$ cat src/rtl/delay_line.sv
// ============================================================================
//  Module   : delay_line
//  Purpose  : Qualified multi-bit delay line with a runtime-programmable delay
//             of 0..MAX_DELAY cycles. It is built on a circular buffer. Output
//             stays invalid until enough fresh samples have been written since
//             reset or since the last delay load.
//  Ports    : clk       - clock, rising edge
//             rst       - synchronous active-high reset
//             ce        - advance enable (only with DELAY_LINE_CE_EN defined)
//             din       - input sample            din_vld  - input qualifier
//             dly_load  - strobe, samples dly_sel dly_sel  - requested delay
//             dout      - delayed sample (0 when invalid)
//             dout_vld  - delayed qualifier       primed   - fill >= cur_dly
//             cur_dly   - active delay            dly_err  - clamped-load pulse
//  Config   : DELAY_LINE_CE_EN adds the ce port. When ce is low, the line
//             holds its state and the outputs are forced invalid.
//  Revision : 1.0 - initial release
// ============================================================================
`default_nettype none

module delay_line #(
    parameter  int WIDTH         = 8,
    parameter  int MAX_DELAY     = 16,
    parameter  int DEFAULT_DELAY = 4,
    localparam int DW            = $clog2(MAX_DELAY + 1)
) (
    input  logic             clk,
    input  logic             rst,
`ifdef DELAY_LINE_CE_EN
    input  logic             ce,
`endif
    input  logic [WIDTH-1:0] din,
    input  logic             din_vld,
    input  logic             dly_load,
    input  logic [DW-1:0]    dly_sel,
    output logic [WIDTH-1:0] dout,
    output logic             dout_vld,
    output logic             primed,
    output logic [DW-1:0]    cur_dly,
    output logic             dly_err
);

    localparam int          PW        = (MAX_DELAY > 1) ? $clog2(MAX_DELAY) : 1;
    localparam logic [DW-1:0] c_max_dly = DW'(MAX_DELAY);
    localparam logic [DW:0]   c_depth   = (DW+1)'(MAX_DELAY);

    // Each slot holds {vld, data}. Contents are not reset; the fill counter
    // keeps stale slots from ever reaching the output.
    logic [WIDTH:0]   mem_q [MAX_DELAY];

    logic [PW-1:0]    wr_ptr_q,  wr_ptr_d;
    logic [DW-1:0]    fill_q,    fill_d;
    logic [DW-1:0]    cur_dly_q, cur_dly_d;
    logic             dly_err_q, dly_err_d;

    logic             w_adv;
    logic             w_sel_big;
    logic [DW:0]      w_rd_sum;
    logic [PW-1:0]    w_rd_addr;
    logic [WIDTH:0]   w_rd_word;
    logic             w_primed;
    logic             w_vld;
    logic [WIDTH-1:0] w_data;

`ifdef DELAY_LINE_CE_EN
    assign w_adv = ce;
`else
    assign w_adv = 1'b1;
`endif

    assign w_sel_big = (dly_sel > c_max_dly);

    // ------------------------------------------------------------------
    // Next-state logic
    // ------------------------------------------------------------------
    always_comb begin
        wr_ptr_d  = wr_ptr_q;
        fill_d    = fill_q;
        cur_dly_d = cur_dly_q;
        dly_err_d = 1'b0;

        if (w_adv) begin
            wr_ptr_d = (wr_ptr_q == PW'(MAX_DELAY - 1)) ? '0 : wr_ptr_q + PW'(1);
            if (fill_q != c_max_dly) begin
                fill_d = fill_q + DW'(1);
            end
        end

        // A load discards the buffer history. The sample written on the same
        // edge is the first one that counts, if a sample is written at all.
        if (dly_load) begin
            cur_dly_d = w_sel_big ? c_max_dly : dly_sel;
            dly_err_d = w_sel_big;
            fill_d    = w_adv ? DW'(1) : '0;
        end
    end

    always_ff @(posedge clk) begin
        if (rst) begin
            wr_ptr_q  <= '0;
            fill_q    <= '0;
            cur_dly_q <= DW'(DEFAULT_DELAY);
            dly_err_q <= 1'b0;
        end else begin
            wr_ptr_q  <= wr_ptr_d;
            fill_q    <= fill_d;
            cur_dly_q <= cur_dly_d;
            dly_err_q <= dly_err_d;
        end
    end

    always_ff @(posedge clk) begin
        if (!rst && w_adv) begin
            mem_q[wr_ptr_q] <= {din_vld, din};
        end
    end

    // ------------------------------------------------------------------
    // Read side. The address is (wr_ptr - cur_dly) mod MAX_DELAY. It is
    // computed as wr_ptr + MAX_DELAY - cur_dly so the value stays
    // non-negative. At most one subtraction then brings it back into range.
    // ------------------------------------------------------------------
    always_comb begin
        w_rd_sum  = (DW+1)'(wr_ptr_q) + c_depth - {1'b0, cur_dly_q};
        w_rd_addr = (w_rd_sum >= c_depth) ? PW'(w_rd_sum - c_depth) : PW'(w_rd_sum);
        w_rd_word = mem_q[w_rd_addr];
        w_primed  = (fill_q >= cur_dly_q);

        if (cur_dly_q == '0) begin
            w_vld  = din_vld;
            w_data = din;
        end else begin
            w_vld  = w_primed & w_rd_word[WIDTH];
            w_data = w_rd_word[WIDTH-1:0];
        end

        // No sample moves on a stalled cycle, so nothing is valid.
        w_vld = w_vld & w_adv;
    end

    assign dout     = w_vld ? w_data : '0;
    assign dout_vld = w_vld;
    assign primed   = w_primed;
    assign cur_dly  = cur_dly_q;
    assign dly_err  = dly_err_q;

endmodule

`default_nettype wire

$ cat config.mk
export PLATFORM = sky130hd
export DESIGN_NAME = delay_line
export DESIGN_NICKNAME = d
export VERILOG_FILES = /design/src/rtl/delay_line.sv
export SDC_FILE = /design/constraint.sdc
export NUM_CORES = 1
export LEC_CHECK = 0
export ABC_AREA = 0
export ABC_CLOCK_PERIOD_IN_PS = 3400
export CAP_MARGIN = 20
export CORE_ASPECT_RATIO = 0.5
export CORE_UTILIZATION = 60
export CTS_CLUSTER_DIAMETER = 200
export DETAILED_ROUTE_END_ITERATION = 7
export HOLD_SLACK_MARGIN = 0.02
export PLACE_DENSITY = 0.86
export SLEW_MARGIN = 20
export SYNTH_ARGS = -nofsm -noshare
export SYNTH_HDL_FRONTEND = slang
export SYNTH_SLANG_ARGS = --single-unit
$ cat constraint.sdc
create_clock -name clk -period 3.4 [get_ports clk]
set_input_delay 0.34 -clock clk [delete_from_list [all_inputs] [get_ports clk]]
set_output_delay 0.34 -clock clk [all_outputs]
set_load 0.1 [all_outputs]
# Word level (Yosys, flattened, before mapping)
# Memory sizes are Yosys's and may differ from the RTL's.
# Cells that the tools add are included.
# word_totals
regBits	15
mem_bits_rw	144
out_inout_bits	16
n_memories	1
# classes
addsub	5
order_cmp	3
n_eq_ne	2
muxes	8
n_bitwise	2
n_reduce_logical	5
# memory_table
memory	words	word_bits	rd	rd_ports_with_merged_regs	write_ports	line	source
mem_q	16	9	1	0	1	49	logic [WIDTH:0] mem_q [MAX_DELAY];
# op_table
operator	count
two-way mux 8 bit	2
adder 4 x 5 -> 6 bit, second input constant	1
>= comparator 6 x 5 -> 1 bit, second input constant	1
OR reduction 2 bit	3
subtractor 6 x 5 -> 6 bit	1
adder 5 x 1 -> 5 bit, second input constant	1
>= comparator 5 bit	1
greater-than comparator 5 bit, second input constant	1
logical NOT 5 bit	1
two-way mux 5 bit	1
inequality test 5 bit, second input constant	1
adder 4 x 1 -> 4 bit, second input constant	1
== test 4 bit, second input constant	1
two-way mux 1 bit	4
two-way mux 4 bit	1
subtractor 4 x 1 -> 4 bit, second input constant	1
nonzero test 2 bit	1
AND 1 bit	1
inverter 1 bit	1

# Logic depth before layout (Yosys ltp)
# An unclocked memory read counts as a cell.
# depth
depth_word	8
ltp_mapped	10

# Worst setup path before layout
# Ideal clock, no wire load.
# synth_timing
path_type	flip-flop to output port
from	reg cur_dly_q[0], in the netlist cur_dly[0]
to	out dout[0]
arrival_ps	5476
required_time_ps	3060
path_slack_ps	-2416
path_stages_with_launch	9
n_path_buf	1
path_cell_list	dfxtp_1 ha_1 inv_1 fa_1 buf_6 mux4_2 mux2_4 o221ai_4 nor4_1
# synth_between
elab_chain_cells	7
# synth_rtl
item	line	source
from (decl)	53	logic [DW-1:0] cur_dly_q, cur_dly_d;
from (signal assigned)	102	cur_dly_q <= DW'(DEFAULT_DELAY);
from (signal assigned)	107	cur_dly_q <= cur_dly_d;
subtractor 6 x 5 -> 6 bit	124	w_rd_sum = (DW+1)'(wr_ptr_q) + c_depth - {1'b0, cur_dly_q};
>= comparator 6 x 5 -> 1 bit or subtractor 4 x 1 -> 4 bit (tied branches)	125	w_rd_addr = (w_rd_sum >= c_depth) ? PW'(w_rd_sum - c_depth) : PW'(w_rd_sum);
two-way mux 4 bit	125	
memory (16 x 9 bit)	-	
AND 1 bit	133	w_vld = w_primed & w_rd_word[WIDTH];
two-way mux 1 bit	129	if (cur_dly_q == '0) begin
two-way mux 8 bit *	141	assign dout = w_vld ? w_data : '0;
to (decl)	36	output logic [WIDTH-1:0] dout,
# Every way passes the cells marked *; elsewhere a longest branch is shown, timed or not.

# Worst setup path after layout
# layout_timing
from	reg wr_ptr_q[0]
to	out dout[0]
# layout_between
elab_chain_cells	8
# layout_rtl
item	line	source
from (decl)	51	logic [PW-1:0] wr_ptr_q, wr_ptr_d;
from (signal assigned)	105	wr_ptr_q <= wr_ptr_d;
adder 4 x 5 -> 6 bit *	124	
subtractor 6 x 5 -> 6 bit *	124	
>= comparator 6 x 5 -> 1 bit or subtractor 4 x 1 -> 4 bit (tied branches)	125	
two-way mux 4 bit *	125	
memory (16 x 9 bit) *	-	
AND 1 bit	133	
two-way mux 1 bit	129	
two-way mux 8 bit *	141	
# Marks and branches as above.

==> impl_results.md <==
* Result of the run: finished, violations left
* Violations in the final reports: setup timing
* Unrepaired setup endpoints after global routing: true
* Area enclosed by the die boundary at 11800 µm²
* Critical Path Source Type: register
* Part of the power in combinational logic at a little over a fifth
* Most frequent cells in the layout: edfxtp_1 (144), clkdlybuf4s50_1 (22), mux4_1 (20), buf_4 (20), nor2_1 (19)
* Cell area after placement at around 7600 µm²
* Worst setup slack before clock tree synthesis at between 0.05 and 0.06 ns
* Hold Path Class: reg2reg
* Global-route wire length before repair at around 24000 µm
* Maximum clock path buffer count at 2
* Count of endpoints failing hold in the final timing report at 0
* Mean cell area of the mapped netlist at ~19 µm²
* Total net switching power at approximately 1.5 mW
* Reported leakage power at 2.81 nW
* Fraction of layout instances using a drive strength above 1 at ~30%
* Post-route minimum period at 3.60 ns
* Detail-routed net length per standard cell at 28.1 µm
* Rows at 27
* Gate count after technology mapping at approximately 360
* Num Clock Sinks at between 150 and 200
* Sum of negative setup slack at -1.67 ns
* Initial cell density of the core at between 60% and 70%
* DR iter-0 viols at between 300 and 400
* Routability congestion estimate at a little over 0.8
* Core region area at 11000 µm²
* Type of the setup path with the least slack: reg2out
* Count of non-filler cells in the finished layout at around 580
* Setup skew after layout at around 0.0068 ns
* WL final at between 15000 and 20000 µm
* Arrival time reported for the critical path endpoint at about 3.3 ns
* Clk Tree Root Cell: clkbuf_16
* Layout area overhead at 22.5%
* Total number of vias at around 3800
* Peak clock frequency supported by timing at about 0.28 GHz
* Hpwl dp at 9030 µm
* Fin area at about 8300 µm²
* Setup slack of the critical path after layout at -0.201 ns
* Peak ir drop on the vdd network at ~0.48 mV
* Clock buffer count from CTS at 17
* Pin count of the biggest net entering global routing at 28
* Floorplan die height at about 77 µm
* Internal at 3.73 mW
* Commonest non-fill, non-tap cell in the layout: edfxtp_1
* Vias in the first global route at roughly 4000
* Register share of total power at a little over two fifths
* ANT cells at 0
* Power density of the placed cells at roughly 620 nW/µm²
* Grt ovf at 0
* Critical Path Sink Type: output pin
* Deepest level of the CTS H-tree at 4
* Total standard cell area after synthesis at about 6800 µm²
* Total of max-cap violations at 0
* Most frequent cell on the critical path: buf_12
* Fin crit share at 106%
* Clock edge transition at the registers on the reported setup and hold paths at about 0.060 ns
* Number of max-slew violations in the final report at 0
* CTS tree: done
* Ports placed on the boundary at 33
* Largest incremental delay on the critical path at between 0.6 and 0.7 ns
* Ranking of synthesized cells by area: edfxtp_1 (64%), mux4_1 (8.5%), mux4_2 (4.6%)
* Layout filler cell count at roughly 570
* Final core utilization at 75.5%
* Clock power frac at between 30% and 40%
* Horizontal extent of the die at roughly 150 µm
* Number of distinct library cells after synthesis at 45
* Largest fanout on the critical path at 14
* IO Port Bufs at 32
* Leading area contributor after synthesis: edfxtp_1
* Area share of the leading cell type in the synthesized netlist at a little under two thirds
* Slowest library cell on the worst path: fa_2
* Number of storage elements in the synthesis netlist at approximately 160
* Placed cells at 540
* Remaining antenna violation count after routing at 0
* Switching fraction of total power at between 20 and 30%
* Final setup violation count at 9
* Net count of the mapped netlist at 393
* Net count of the finished layout at between 400 and 500
* Yosys warnings at 0
* Final Power at roughly 5.2 mW
* Initial antenna violation count at 0
* Vias per inst at ~6.6
* Actual transition at the worst max-transition pin at slightly below 1 ns
* Count of TritonRoute iterations in the first routing pass at 8
* Clock insertion delay at the later pin of the skew report at 0.43 ns
* Number of remaining DRC errors at 0
* Register area share after synthesis at about 68%
* Worst Path Required at a little over 3 ns
* Crit path cell chain: inv_4 -> ha_4 -> inv_2 -> fa_2 -> buf_4 -> buf_12 -> mux4_1 -> mux2_2 -> o22ai_4 -> nor4_4 -> buf_12
* Slew headroom at a little over a third
* Total of hold buffers inserted after clock tree synthesis at 0
* Final hold slack at 0.513 ns
* Total Routing Usage GR at between 30 and 40%
## timing repair
action / in CTS / in global routing
buffers inserted: 6 / 0
pin swaps: 10 / 0
gates cloned: 2 / 0
hold endpoints to repair: 0 / 0
resized for setup: 19 / 1
endpoints found under the setup margin: 9 / 9
## metal layers
| metal | vias to the layer above | part of all wire (%) | wire length [µm] | global-route usage, % |
|---|---|---|---|---|
| li1 | 1594 | - | - | - |
| met1 | 1936 | 40 | 6570 | 38.6 |
| met2 | 231 | 48 | 7770 | 47.0 |
| met3 | 36 | 9.3 | 1520 | 9.44 |
| met4 | 0 | 2.7 | 434 | 14.7 |
| met5 | - | 0 | 0 | 0 |
## final timing paths
path | start | endpoint | slack [ns] | depth (start not counted)
worst max-delay path | wr_ptr_q[0] | dout[0] | -0.20 | 11
worst min-delay path | cur_dly[4] | cur_dly[4] | 0.51 | 2
worst max register to register | wr_ptr_q[2] | mem_q[4][4] | 1.52 | 3
worst min register to register | cur_dly[4] | cur_dly[4] | 0.51 | 2
## final cells by class
class / count / area, µm² / share of cell area [%]
Sequential cell: 159 / 4640 / 55.8
Inverter: 10 / 40.0 / 0.481
Multi-Input combinational cell: 176 / 2190 / 26.4
Tap cell: 145 / 181 / 2.18
Clock buffer: 18 / 429 / 5.16
Timing Repair Buffer: 58 / 701 / 8.42
Clock inverter: 13 / 135 / 1.62
## worst max-delay path, delay by kind of cell (launching register included)
family,cells,cell delay [ns]
adders and majority gates,2,0.73
AOI/OAI and AO/OA,1,0.22
buffers and inverters,5,0.56
DFF,1,0.35
muxes,2,0.89
and+or+nand+nor,1,0.06
## Yosys cell counts (all sizes together)
| master | count |
|---|---|
| and3 | 5 |
| o211ai | 1 |
| a21oi | 8 |
| nor2b | 2 |
| ha | 14 |
| nand2 | 5 |
| o221ai | 1 |
| a21o | 1 |
| nand2b | 5 |
| o22ai | 10 |
| mux2 | 17 |
| a211o | 1 |
| and2b | 1 |
| dfxtp | 15 |
| nor3 | 6 |
| fa | 1 |
| o21ai | 3 |
| xnor2 | 3 |
| edfxtp | 144 |
| inv | 10 |
| nand3 | 3 |
| nand3b | 2 |
| nor2 | 20 |
| buf | 9 |
| xor2 | 4 |
| clkbuf | 7 |
| mux2i | 1 |
| and2 | 6 |
| nor4 | 10 |
| nor3b | 5 |
| mux4 | 36 |
| a211oi | 2 |
| and4bb | 1 |
| or3 | 2 |
## power groups by stage
stage,registers [mW],clock network (mW),logic (mW)
after floorplan,2.24,0,0.681
after global placement,2.22,0,0.985
after detailed placement,2.22,0,1.01
after CTS,2.18,1.86,1.13
after global routing,2.18,1.95,1.18
final,2.18,1.88,1.14
## sequential cells by signal, indices dropped and copies added, names as in the netlist
signal    cells
mem_q       144
dly_err       1
fill_q        5
wr_ptr_q      4
cur_dly       5
## kinds of logic (layout without fill, tap and decap cells)
kind of cell    Yosys count  after routing  synth area share, %
mux                      54             54                 16.2
fa+ha+maj                15             15                 2.87
buf+inv                  26             99                 2.49
simple gates             73             73                 6.04
xor+xnor                  7              7                 1.18
flops                   159            159                 68.1
compound gates           27             27                 3.17
(Power assumes the default switching activity.)
